<file path="src/rtl/pccore_pkg.sv">
// rtl/pccore_pkg.sv - shared widths, read-sequencer states and FIFO entry type
package pccore_pkg;

  // Byte-address width of the write port (64 bytes)
  localparam int WAW = 6;
  // Word-address width of the read port (32 words)
  localparam int RAW = 5;

  typedef enum logic [1:0] {
    ST_IDLE  = 2'd0,
    ST_RUN   = 2'd1,
    ST_DRAIN = 2'd2
  } rd_state_e;

  // One slot of the output buffer: read word plus end-of-burst tag
  typedef struct packed {
    logic        last;
    logic [15:0] data;
  } rd_entry_t;

endpackage

</file>
<file path="src/rtl/dpram.sv">
// rtl/dpram.sv - 64x8 write / 32x16 read dual-port RAM with registered read
module dpram
  import pccore_pkg::*;
(
  input  logic           clk,
  input  logic           we_i,
  input  logic [WAW-1:0] wa_i,
  input  logic [7:0]     wd_i,
  input  logic           re_i,
  input  logic [RAW-1:0] ra_i,
  output logic [15:0]    rd_o
);

  logic [7:0]  mem_q [0:(1<<WAW)-1];
  logic [15:0] rd_q;

  // Byte write and word read share one edge; a same-edge read sees the old byte
  always_ff @(posedge clk) begin
    if (we_i) begin
      mem_q[wa_i] <= wd_i;
    end
    if (re_i) begin
      rd_q <= {mem_q[{ra_i, 1'b1}], mem_q[{ra_i, 1'b0}]};
    end
  end

  assign rd_o = rd_q;

endmodule

</file>
<file path="src/rtl/dpram_sched.sv">
// rtl/dpram_sched.sv - write-port arbiter and burst read sequencer for dpram
module dpram_sched
  import pccore_pkg::*;
(
  input  logic           clk,
  input  logic           rst,
  input  logic           h_req,
  input  logic [WAW-1:0] h_addr,
  input  logic [7:0]     h_data,
  output logic           h_gnt,
  input  logic           p_req,
  input  logic [WAW-1:0] p_addr,
  input  logic [7:0]     p_data,
  output logic           p_gnt,
  input  logic           rd_start,
  input  logic [RAW-1:0] rd_base,
  input  logic [RAW-1:0] rd_len,
  output logic           rd_busy,
  output logic           rd_valid,
  input  logic           rd_ready,
  output logic [15:0]    rd_data,
  output logic           rd_last
);

  // Burst length used when rd_len is 0
  localparam logic [RAW:0] BURST_MAX = {1'b1, {RAW{1'b0}}};
  localparam logic [RAW:0] REMAIN_ONE = (RAW+1)'(1);

  // Write arbitration
  logic           pri_q, pri_d;
  logic           ram_we;
  logic [WAW-1:0] ram_wa;
  logic [7:0]     ram_wd;

  // Read sequencer
  rd_state_e      state_q, state_d;
  logic [RAW-1:0] addr_q, addr_d;
  logic [RAW:0]   remain_q, remain_d;
  logic           infl_q, infl_last_q;
  logic           issue, issue_last;
  logic [1:0]     occ;
  logic [15:0]    ram_rd;

  // Output buffer
  rd_entry_t      fifo0_q, fifo1_q, head;
  logic           wr_ptr_q, rd_ptr_q;
  logic [1:0]     cnt_q;
  logic           push, pop;

  // Round-robin grant: a lone requester always wins, contention goes to pri and flips it
  always_comb begin
    h_gnt = h_req & (~p_req | ~pri_q);
    p_gnt = p_req & (~h_req | pri_q);
    pri_d = (h_req & p_req) ? ~pri_q : pri_q;
  end

  // Priority pointer register
  always_ff @(posedge clk or posedge rst) begin
    if (rst) begin
      pri_q <= 1'b0;
    end else begin
      pri_q <= pri_d;
    end
  end

  assign ram_we = h_gnt | p_gnt;
  assign ram_wa = p_gnt ? p_addr : h_addr;
  assign ram_wd = p_gnt ? p_data : h_data;

  dpram u_dpram (
    .clk  (clk),
    .we_i (ram_we),
    .wa_i (ram_wa),
    .wd_i (ram_wd),
    .re_i (issue),
    .ra_i (addr_q),
    .rd_o (ram_rd)
  );

  // FIFO head and stream outputs
  assign head     = rd_ptr_q ? fifo1_q : fifo0_q;
  assign rd_valid = (cnt_q != 2'd0);
  assign rd_data  = head.data;
  assign rd_last  = rd_valid & head.last;
  assign rd_busy  = (state_q != ST_IDLE);
  assign pop      = rd_valid & rd_ready;
  assign push     = infl_q;

  // Issue only while buffered plus in-flight words leave room, treating a pop as a free slot
  always_comb begin
    occ        = cnt_q + {1'b0, infl_q} - {1'b0, pop};
    issue      = (state_q == ST_RUN) && (occ < 2'd2);
    issue_last = (remain_q == REMAIN_ONE);
  end

  // Sequencer next state: load on start, count issues, drain until the last word leaves
  always_comb begin
    state_d  = state_q;
    addr_d   = addr_q;
    remain_d = remain_q;
    case (state_q)
      ST_IDLE: begin
        if (rd_start) begin
          addr_d   = rd_base;
          remain_d = (rd_len == '0) ? BURST_MAX : {1'b0, rd_len};
          state_d  = ST_RUN;
        end
      end
      ST_RUN: begin
        if (issue) begin
          addr_d   = addr_q + 1'b1;
          remain_d = remain_q - 1'b1;
          if (issue_last) begin
            state_d = ST_DRAIN;
          end
        end
      end
      ST_DRAIN: begin
        if (pop && head.last) begin
          state_d = ST_IDLE;
        end
      end
      default: state_d = ST_IDLE;
    endcase
  end

  // Sequencer registers and the one-deep in-flight tracker covering RAM read latency
  always_ff @(posedge clk or posedge rst) begin
    if (rst) begin
      state_q     <= ST_IDLE;
      addr_q      <= '0;
      remain_q    <= '0;
      infl_q      <= 1'b0;
      infl_last_q <= 1'b0;
    end else begin
      state_q     <= state_d;
      addr_q      <= addr_d;
      remain_q    <= remain_d;
      infl_q      <= issue;
      infl_last_q <= issue & issue_last;
    end
  end

  // Two-slot output buffer capturing RAM data one edge after issue
  always_ff @(posedge clk or posedge rst) begin
    if (rst) begin
      fifo0_q  <= '0;
      fifo1_q  <= '0;
      wr_ptr_q <= 1'b0;
      rd_ptr_q <= 1'b0;
      cnt_q    <= 2'd0;
    end else begin
      if (push) begin
        if (wr_ptr_q) begin
          fifo1_q <= '{last: infl_last_q, data: ram_rd};
        end else begin
          fifo0_q <= '{last: infl_last_q, data: ram_rd};
        end
        wr_ptr_q <= ~wr_ptr_q;
      end
      if (pop) begin
        rd_ptr_q <= ~rd_ptr_q;
      end
      cnt_q <= cnt_q + {1'b0, push} - {1'b0, pop};
    end
  end

endmodule

</file>
<file path="config.mk">
export PLATFORM = sky130hd
export DESIGN_NAME = dpram_sched
export DESIGN_NICKNAME = d
export VERILOG_FILES = /design/src/rtl/pccore_pkg.sv /design/src/rtl/dpram.sv /design/src/rtl/dpram_sched.sv
export SDC_FILE = /design/constraint.sdc
export NUM_CORES = 1
export LEC_CHECK = 0
export CORE_MARGIN = 2
export CORE_UTILIZATION = 40
export DETAILED_ROUTE_END_ITERATION = 8
export PLACE_DENSITY = 0.65
export SKIP_CTS_REPAIR_TIMING = 1
export SLEW_MARGIN = 20
export SYNTH_ARGS = -nofsm -noshare
export SYNTH_HDL_FRONTEND = slang
export SYNTH_SLANG_ARGS = --single-unit
</file>
<file path="constraint.sdc">
create_clock -name clk -period 6.4 [get_ports clk]
set_clock_uncertainty 0.2 [all_clocks]
set_input_delay 1.28 -clock clk [delete_from_list [all_inputs] [get_ports clk]]
set_output_delay 1.28 -clock clk [all_outputs]
set_load 0.05 [all_outputs]
</file>
==> results of run 1 <==
[power by group]
part | total, W | leakage, nW | internal [W] | switching, W
Combinational | 0.00386 | 2.51 | 0.00154 | 0.00233
Sequential | 0.00484 | 5.40 | 0.00462 | 0.000218
Clock | 0.00342 | 0.964 | 0.00196 | 0.00146
[cells in the final DEF, fill, tap and decap left out, types with 3 or more instances in the layout]
master / synthesis / layout
mux4_2: 95 / 95
clkbuf_1: 33 / 12
and3_1: 3 / 3
nand2_1: 13 / 13
mux2_2: 58 / 58
clkinv_2: 0 / 17
inv_1: 14 / 13
nand3_1: 7 / 7
nor2_1: 8 / 6
clkinv_4: 0 / 3
a21boi_0: 3 / 3
nor4_1: 26 / 18
o21ai_0: 13 / 13
a22oi_1: 17 / 17
inv_6: 0 / 3
nand2b_1: 3 / 3
clkdlybuf4s50_1: 0 / 64
clkbuf_8: 0 / 4
clkbuf_16: 0 / 59
ha_1: 5 / 5
edfxtp_1: 528 / 528
dfrtp_1: 54 / 51
nor4_2: 0 / 3
buf_4: 11 / 63
o211ai_1: 4 / 4
a21oi_1: 45 / 45
nor3_2: 0 / 15
o22ai_1: 22 / 22
clkinv_1: 0 / 5
a2111oi_2: 14 / 14
mux2i_1: 68 / 68
a22o_1: 16 / 16
nor4_4: 0 / 5
o221ai_1: 16 / 16
bufinv_16: 0 / 5
nor3b_1: 3 / 3
nor3_1: 44 / 29
a2111o_1: 4 / 4
[metal layers]
metal	vias up	wire length, um	share of wire (%)	GRT usage, %
li1	5224	-	-	-
met1	6277	23400	45	25.5
met2	471	23900	46	26.8
met3	92	3780	7.2	3.60
met4	2	1140	2.2	5.13
met5	-	10	0.019	0
[sequential cells by signal (all words and copies together) (netlist names), 2 cells and up]
name / count
u_dpram.rd_o: 16
state_q: 2
cnt_q: 2
u_dpram.mem_q: 512
addr_q: 5
fifo1_q: 17
remain_q: 6
fifo0_q: 17
[final timing paths]
kind                               endpoint      start  cells after the start  slack, ns
max                                   p_gnt      p_req                      4       1.24
min in group asynchronous             pri_q        rst                      3       1.00
min                                wr_ptr_q   wr_ptr_q                      1       0.29
max in group asynchronous         addr_q[0]        rst                      3       4.41
min reg2reg                        wr_ptr_q   wr_ptr_q                      1       0.29
max reg2reg                u_dpram.rd_o[15]  addr_q[0]                      5       2.69
[through the flow]
step                      instances  total power (W)  area [um2]
after floorplan                1204          0.00763       23300
after global placement         2020          0.00875       25100
after detailed placement       2020          0.00881       25100
after CTS                      2131           0.0122       27000
after global routing           2131           0.0127       27100
final                          2131           0.0121       27100
[logic make-up (layout without fill, tap and decap cells)]
logic type	Yosys count	after routing
and+or+nand+nor	130	130
xor gates and xnor gates	4	4
muxes	221	221
adders and majority gates	5	5
AOI/OAI and AO/OA	171	171
buffers and inverters	91	253
DFF	582	582
[cell type report]
type,instances,area [um2]
Clock buffer,75,1580
Tap cell,765,957
Sequential cell,582,17200
Fill cell,4821,30600
Multi-Input combinational cell,531,5820
Clock inverter,36,374
Timing Repair Buffer,128,1130
Inverter,14,52.6
[worst max-delay path: stages]
cell             delay [ns]
clkdlybuf4s50_1        0.96
nand2_1                0.46
inv_1                  0.16
clkdlybuf4s50_1        0.82
==> summary.txt, run 1 <==
Logic synthesis
  – Post-Synth XOR/XNOR Area: 0.215%
  – Avg Cell Area, Syn: slightly below 20 um2
  – Most used DFF post-synth: edfxtp_1
  – Post-synthesis async set-or-reset flop share: under 10%
  – Synth top area share: between 60% and 70%
  – Post-Syn Nets: about 1300
  – Adder-Cell Fraction of Synth Area: less than 1%
  – Top cells by area, synth: edfxtp_1, mux4_2, dfrtp_1
  – Synth Warn #: 0
  – Seq/Total Area, Yosys: between 70% and 80%
  – Synth cell types: between 60 and 70
  – Number of synthesized register bits: a little under 600
  – Synth Area in Compound Gates: under 10%
  – Post-synth EDFFs: between 500 and 600
  – Most common cell in the synthesized netlist: edfxtp_1
  – Simple-gate area share of the yosys netlist: around 3.2%
  – Synthesized instance count: 1204
  – Most frequent cells after synthesis: edfxtp_1, mux4_2, mux2i_1
  – Mux contribution to synthesized area: ~15%
  – Main combinational cell family by area after synthesis: multiplexers
  – Post-synth top area cell: edfxtp_1
  – Mapped Area: ~23000 um2

Floorplanning
  – Die W: between 200 and 250 um
  – Row count: 88
  – Ports: 65
  – Starting Density: 40.4%
  – Die area: between 60000 and 70000 um2
  – Core Area: between 50000 and 60000 um2
  – Die height: ~250 um

Timing
  – Final setup TNS: 0 ns
  – Hold WS: roughly 0.29 ns
  – Final hold vios: 0
  – RSZ-0062 raised after global routing: false
  – Slew HR: ~24%
  – FMAX: approximately 190 MHz
  – Final Setup Violations: 0
  – Final worst path period need: 5.16 ns
  – Final Max Slew Viols: 0
  – Final Cycle Share: between 80% and 90%
  – Fin worst setup slack: approximately 1.2 ns
  – Worst Tran Pin Value: approximately 1.1 ns

Setup path
  – Critical Path Fanout Max: 19
  – Worst EP arrival: around 3.7 ns
  – Startpoint Class: primary input
  – CP Capture Type: output port
  – Critical path type: primary input to output port
  – Worst EP required: around 4.9 ns

Global routing
  – Vias in the first global route: about 12000
  – Tot GR Track Use: 17.5%
  – Congestion Overflow GR: 0
  – Largest net degree at the start of global routing: between 90 and 100
  – First-pass GRT wire length: 78900 um
  – Initial antenna violation count: 1

Clock tree
  – Clock tree buffer depth: 3
  – Clock transition at path regs: 0.06 ns
  – Total clock buffers created by CTS: 59
  – Worst skew pair latency: approximately 0.65 ns
  – CTS tree: yes
  – Root Driver: clkbuf_16
  – H-tree depth: 2
  – Clock sink total: 582

Routing
  – Via count: between 10000 and 15000
  – Initial drt markers: approximately 1200
  – Antenna Nets Post-Route: 0
  – Wire per inst: between 20 and 25 um
  – Final wirelength: 52200 um
  – Drt via density: about 5.7
  – Router iterations before antenna repair: 5
  – DRC viols: 0

Place
  – # port buffers: 64
  – Pre-CTS setup slack: between 1 and 1.5 ns
  – RD Place Congestion: about 0.80
  – Post-DP HPWL: between 30000 and 40000 um

Finish
  – Fraction of layout cells with a size suffix above 1: 27.1%
  – Area grow syn2layout: 16.3%
  – Ant. Diodes: 0
  – Final net count: approximately 1400
  – Core Util, Final: 47.0%

Power and ir drop
  – Pwr dens: 447 nW/um2
  – Leak: ~9 nW
  – Worst IR Drop VDD: roughly 0.00034 V

Flow run
  – Max-cap viol count: 0

Status
  – Status: completed

Hold path
  – Worst hold path type: flop to flop
No activity file was read; power rests on OpenSTA's default activity.
==> run 2: changes to the inputs <==
- clock period: 6.4 -> 5.1 ns (I/O delays scaled with it)
==> run 2 against run 1 <==
  * Count of clock-buffer cells in the layout rose by 13
  * Utilization is 0.14 points lower
  * Sequential power is 27% higher
  * Power increased by 24%
  * Sequential share of layout area is 0.19 points higher
  * Combinational power grew 24%
  * Final cell count increased by 0.19%
  * Critical path type unchanged
  * Largest power group unchanged
==> summary.txt, run 2 (synthesis gave the netlist of run 1 again) <==
Global routing
  – Largest net degree at the start of global routing: 65 (-32%)
  – Vias in the first global route: 12100 (-2.2%)
  – Tot GR Track Use: 17.3% (-0.21 points)
  – First-pass GRT wire length: 77800 um (-1.4%)
  – Initial antenna violation count: 1 (unchanged)
  – Congestion Overflow GR: 0 (unchanged)

Floorplanning
  – Die height: 245 um (unchanged)
  – Die W: 245 um (unchanged)
  – Die area: 60200 um2 (unchanged)
  – Row count: 88 (unchanged)
  – Ports: 65 (unchanged)
  – Core Area: 57700 um2 (unchanged)
  – Starting Density: 40.4% (unchanged)

Setup path
  – Worst EP arrival: 3.20 ns (-0.48 ns)
  – Startpoint Class: primary input
  – Reg2Reg Depth: 4 (-1)
  – Buf/Inv on CP: 4 (+1)
  – Cell chain of the critical path: clkdlybuf4s50_1 -> nand2b_1 -> nand2_1 -> buf_4 -> inv_1 -> clkdlybuf4s50_1
  – Cell mode on critical path: clkdlybuf4s50_1
  – Crit path from: h_req
  – Critical path type: primary input to output port
  – Crit path max-delay family: buffers and inverters
  – Worst EP required: 3.88 ns (-1.04 ns)
  – CP Capture Type: output port
  – R2R Setup Slk: 1.59 ns (-1.10 ns)
  – FF-to-FF End: u_dpram.mem_q[59][3]
  – Critical Path Fanout Max: 15 (-4)
  – Reg2reg start: pri_q
  – WP depth: 6 (+2)
  – Slowest cell delay on critical path: 0.80 ns (-0.16 ns)
  – Slowest CP cell: clkdlybuf4s50_1

Routing
  – Wire per inst: 24.3 um (-0.86%)
  – Initial drt markers: 1125 (-7.7%)
  – Router iterations before antenna repair: 7 (+2)
  – Via count: 12000 (-0.14%)
  – Drt via density: 5.64 (-0.33%)
  – Final wirelength: 51900 um (-0.67%)
  – Antenna Nets Post-Route: 0 (unchanged)
  – DRC viols: 0 (unchanged)

Clock tree
  – Total clock buffers created by CTS: 57 (-3.4%)
  – Clock tree buffer depth: 3 (unchanged)
  – Clock transition at path regs: 0.06 ns (about the same)
  – CTS tree: yes
  – Clock sink total: 582 (unchanged)
  – Worst skew pair latency: 0.61 ns (-0.04 ns)
  – Root Driver: clkbuf_16
  – H-tree depth: 2 (unchanged)

Hold path
  – Worst hold path type: flop to flop
  – Min-Delay Endpoint: wr_ptr_q
  – Hold depth: 1 (unchanged)
  – Hold Crit Start: wr_ptr_q

Place
  – RD Place Congestion: 0.858 (+6.8%)
  – Placed cells: 2029 (+0.45%)
  – Post-DP HPWL: 32100 um (-3.1%)
  – # port buffers: 64 (unchanged)

Timing
  – Final Setup Violations: 0 (unchanged)
  – Final setup TNS: 0 ns (unchanged)
  – RSZ-0062 raised after global routing: false
  – Final worst path period need: between 4 and 5 ns
  – Slew HR: 29.3% (+5.1 points)
  – Final Max Slew Viols: 0 (unchanged)
  – FMAX: between 200 and 250 MHz
  – Final hold vios: 0 (unchanged)
  – Final Cycle Share: between 80% and 90%
  – Worst Tran Pin Value: 1.05 ns (-0.0724 ns)
  – Hold WS: 0.289 ns (+0.00195 ns)

Finish
  – Final net count: 1372 (+0.51%)
  – Fin cells: 2135 (+0.19%)
  – Max reg flops: 512 (unchanged)
  – Area grow syn2layout: 16.0%
  – Largest registers: u_dpram.mem_q x512, fifo0_q x17, fifo1_q x17
  – Commonest non-fill, non-tap cells in the layout: edfxtp_1, mux4_2, buf_4
  – Multi-input gate area: 5800 um2 (-0.32%)
  – Largest Register: u_dpram.mem_q
  – Ant. Diodes: 0 (unchanged)
  – Fraction of layout cells with a size suffix above 1: 26.9% (-0.15 points)
  – Commonest non-fill, non-tap cell in the layout: edfxtp_1
  – Fill count: 4780 (-0.85%)
  – Flip-flop and latch area: 17200 um2 (unchanged)
  – Core Util, Final: 46.9% (-0.14 points)

Power and ir drop
  – Pwr dens: 555 nW/um2 (+24%)
  – Leak: 8.83 nW (-0.49%)
  – Worst IR Drop VDD: 0.000551 V (+60%)
  – Total power: 0.0150 W (+24%)

Flow run
  – Max-cap viol count: 0 (unchanged)

Status
  – Status: completed
## run 2: cell types whose count changed in the layout (fill, tap and decap cells not counted), sizes merged
cell / before / now
clkinv: 27 / 12
clkbuf: 75 / 88
buf: 64 / 73
bufinv: 5 / 3
inv: 17 / 16
## run 2: layer usage
metal	routed length (um)	GRT usage, %
met2	23600	26.4
met4	1030	4.88
met5	0	0
met3	3930	3.47
met1	23300	25.4
## run 2: area by class of cell
| class | count | share of cell area (%) |
|---|---|---|
| Timing Repair Buffer | 137 | 4.49 |
| Clock inverter | 18 | 0.717 |
| Tap cell | 765 | 3.54 |
| Multi-Input combinational cell | 531 | 21.4 |
| Inverter | 14 | 0.194 |
| Sequential cell | 582 | 63.7 |
| Clock buffer | 88 | 5.96 |
## run 2: how the worst max path moves through the flow
stage	slack (ns)	to
global route	0.54	p_gnt
CTS	0.67	p_gnt
finish	0.68	p_gnt
floorplan	1.35	u_dpram.mem_q[26][0]
detailed placement	0.36	u_dpram.mem_q[12][6]
global placement	0.59	u_dpram.mem_q[12][6]
## run 2: power by group
group          total [W]  leakage [nW]  switching (W)  internal (W)
registers        0.00617          5.40       0.000369       0.00580
logic            0.00477          2.55        0.00283       0.00194
clock network    0.00406         0.883        0.00172       0.00233
## run 2: per-stage QoR
stage,cell area [um2],setup WS (ns)
after floorplan,23300,1.35
after global placement,25100,0.589
after detailed placement,25100,0.365
after CTS,26900,0.669
after global routing,27000,0.539
final,27000,0.682
## run 2: worst reg2reg max path: cells and delay by family (launching register included)
kind | cells | cell delay, ns
simple gates | 2 | 1.49
flops | 1 | 0.41
compound gates | 2 | 1.02
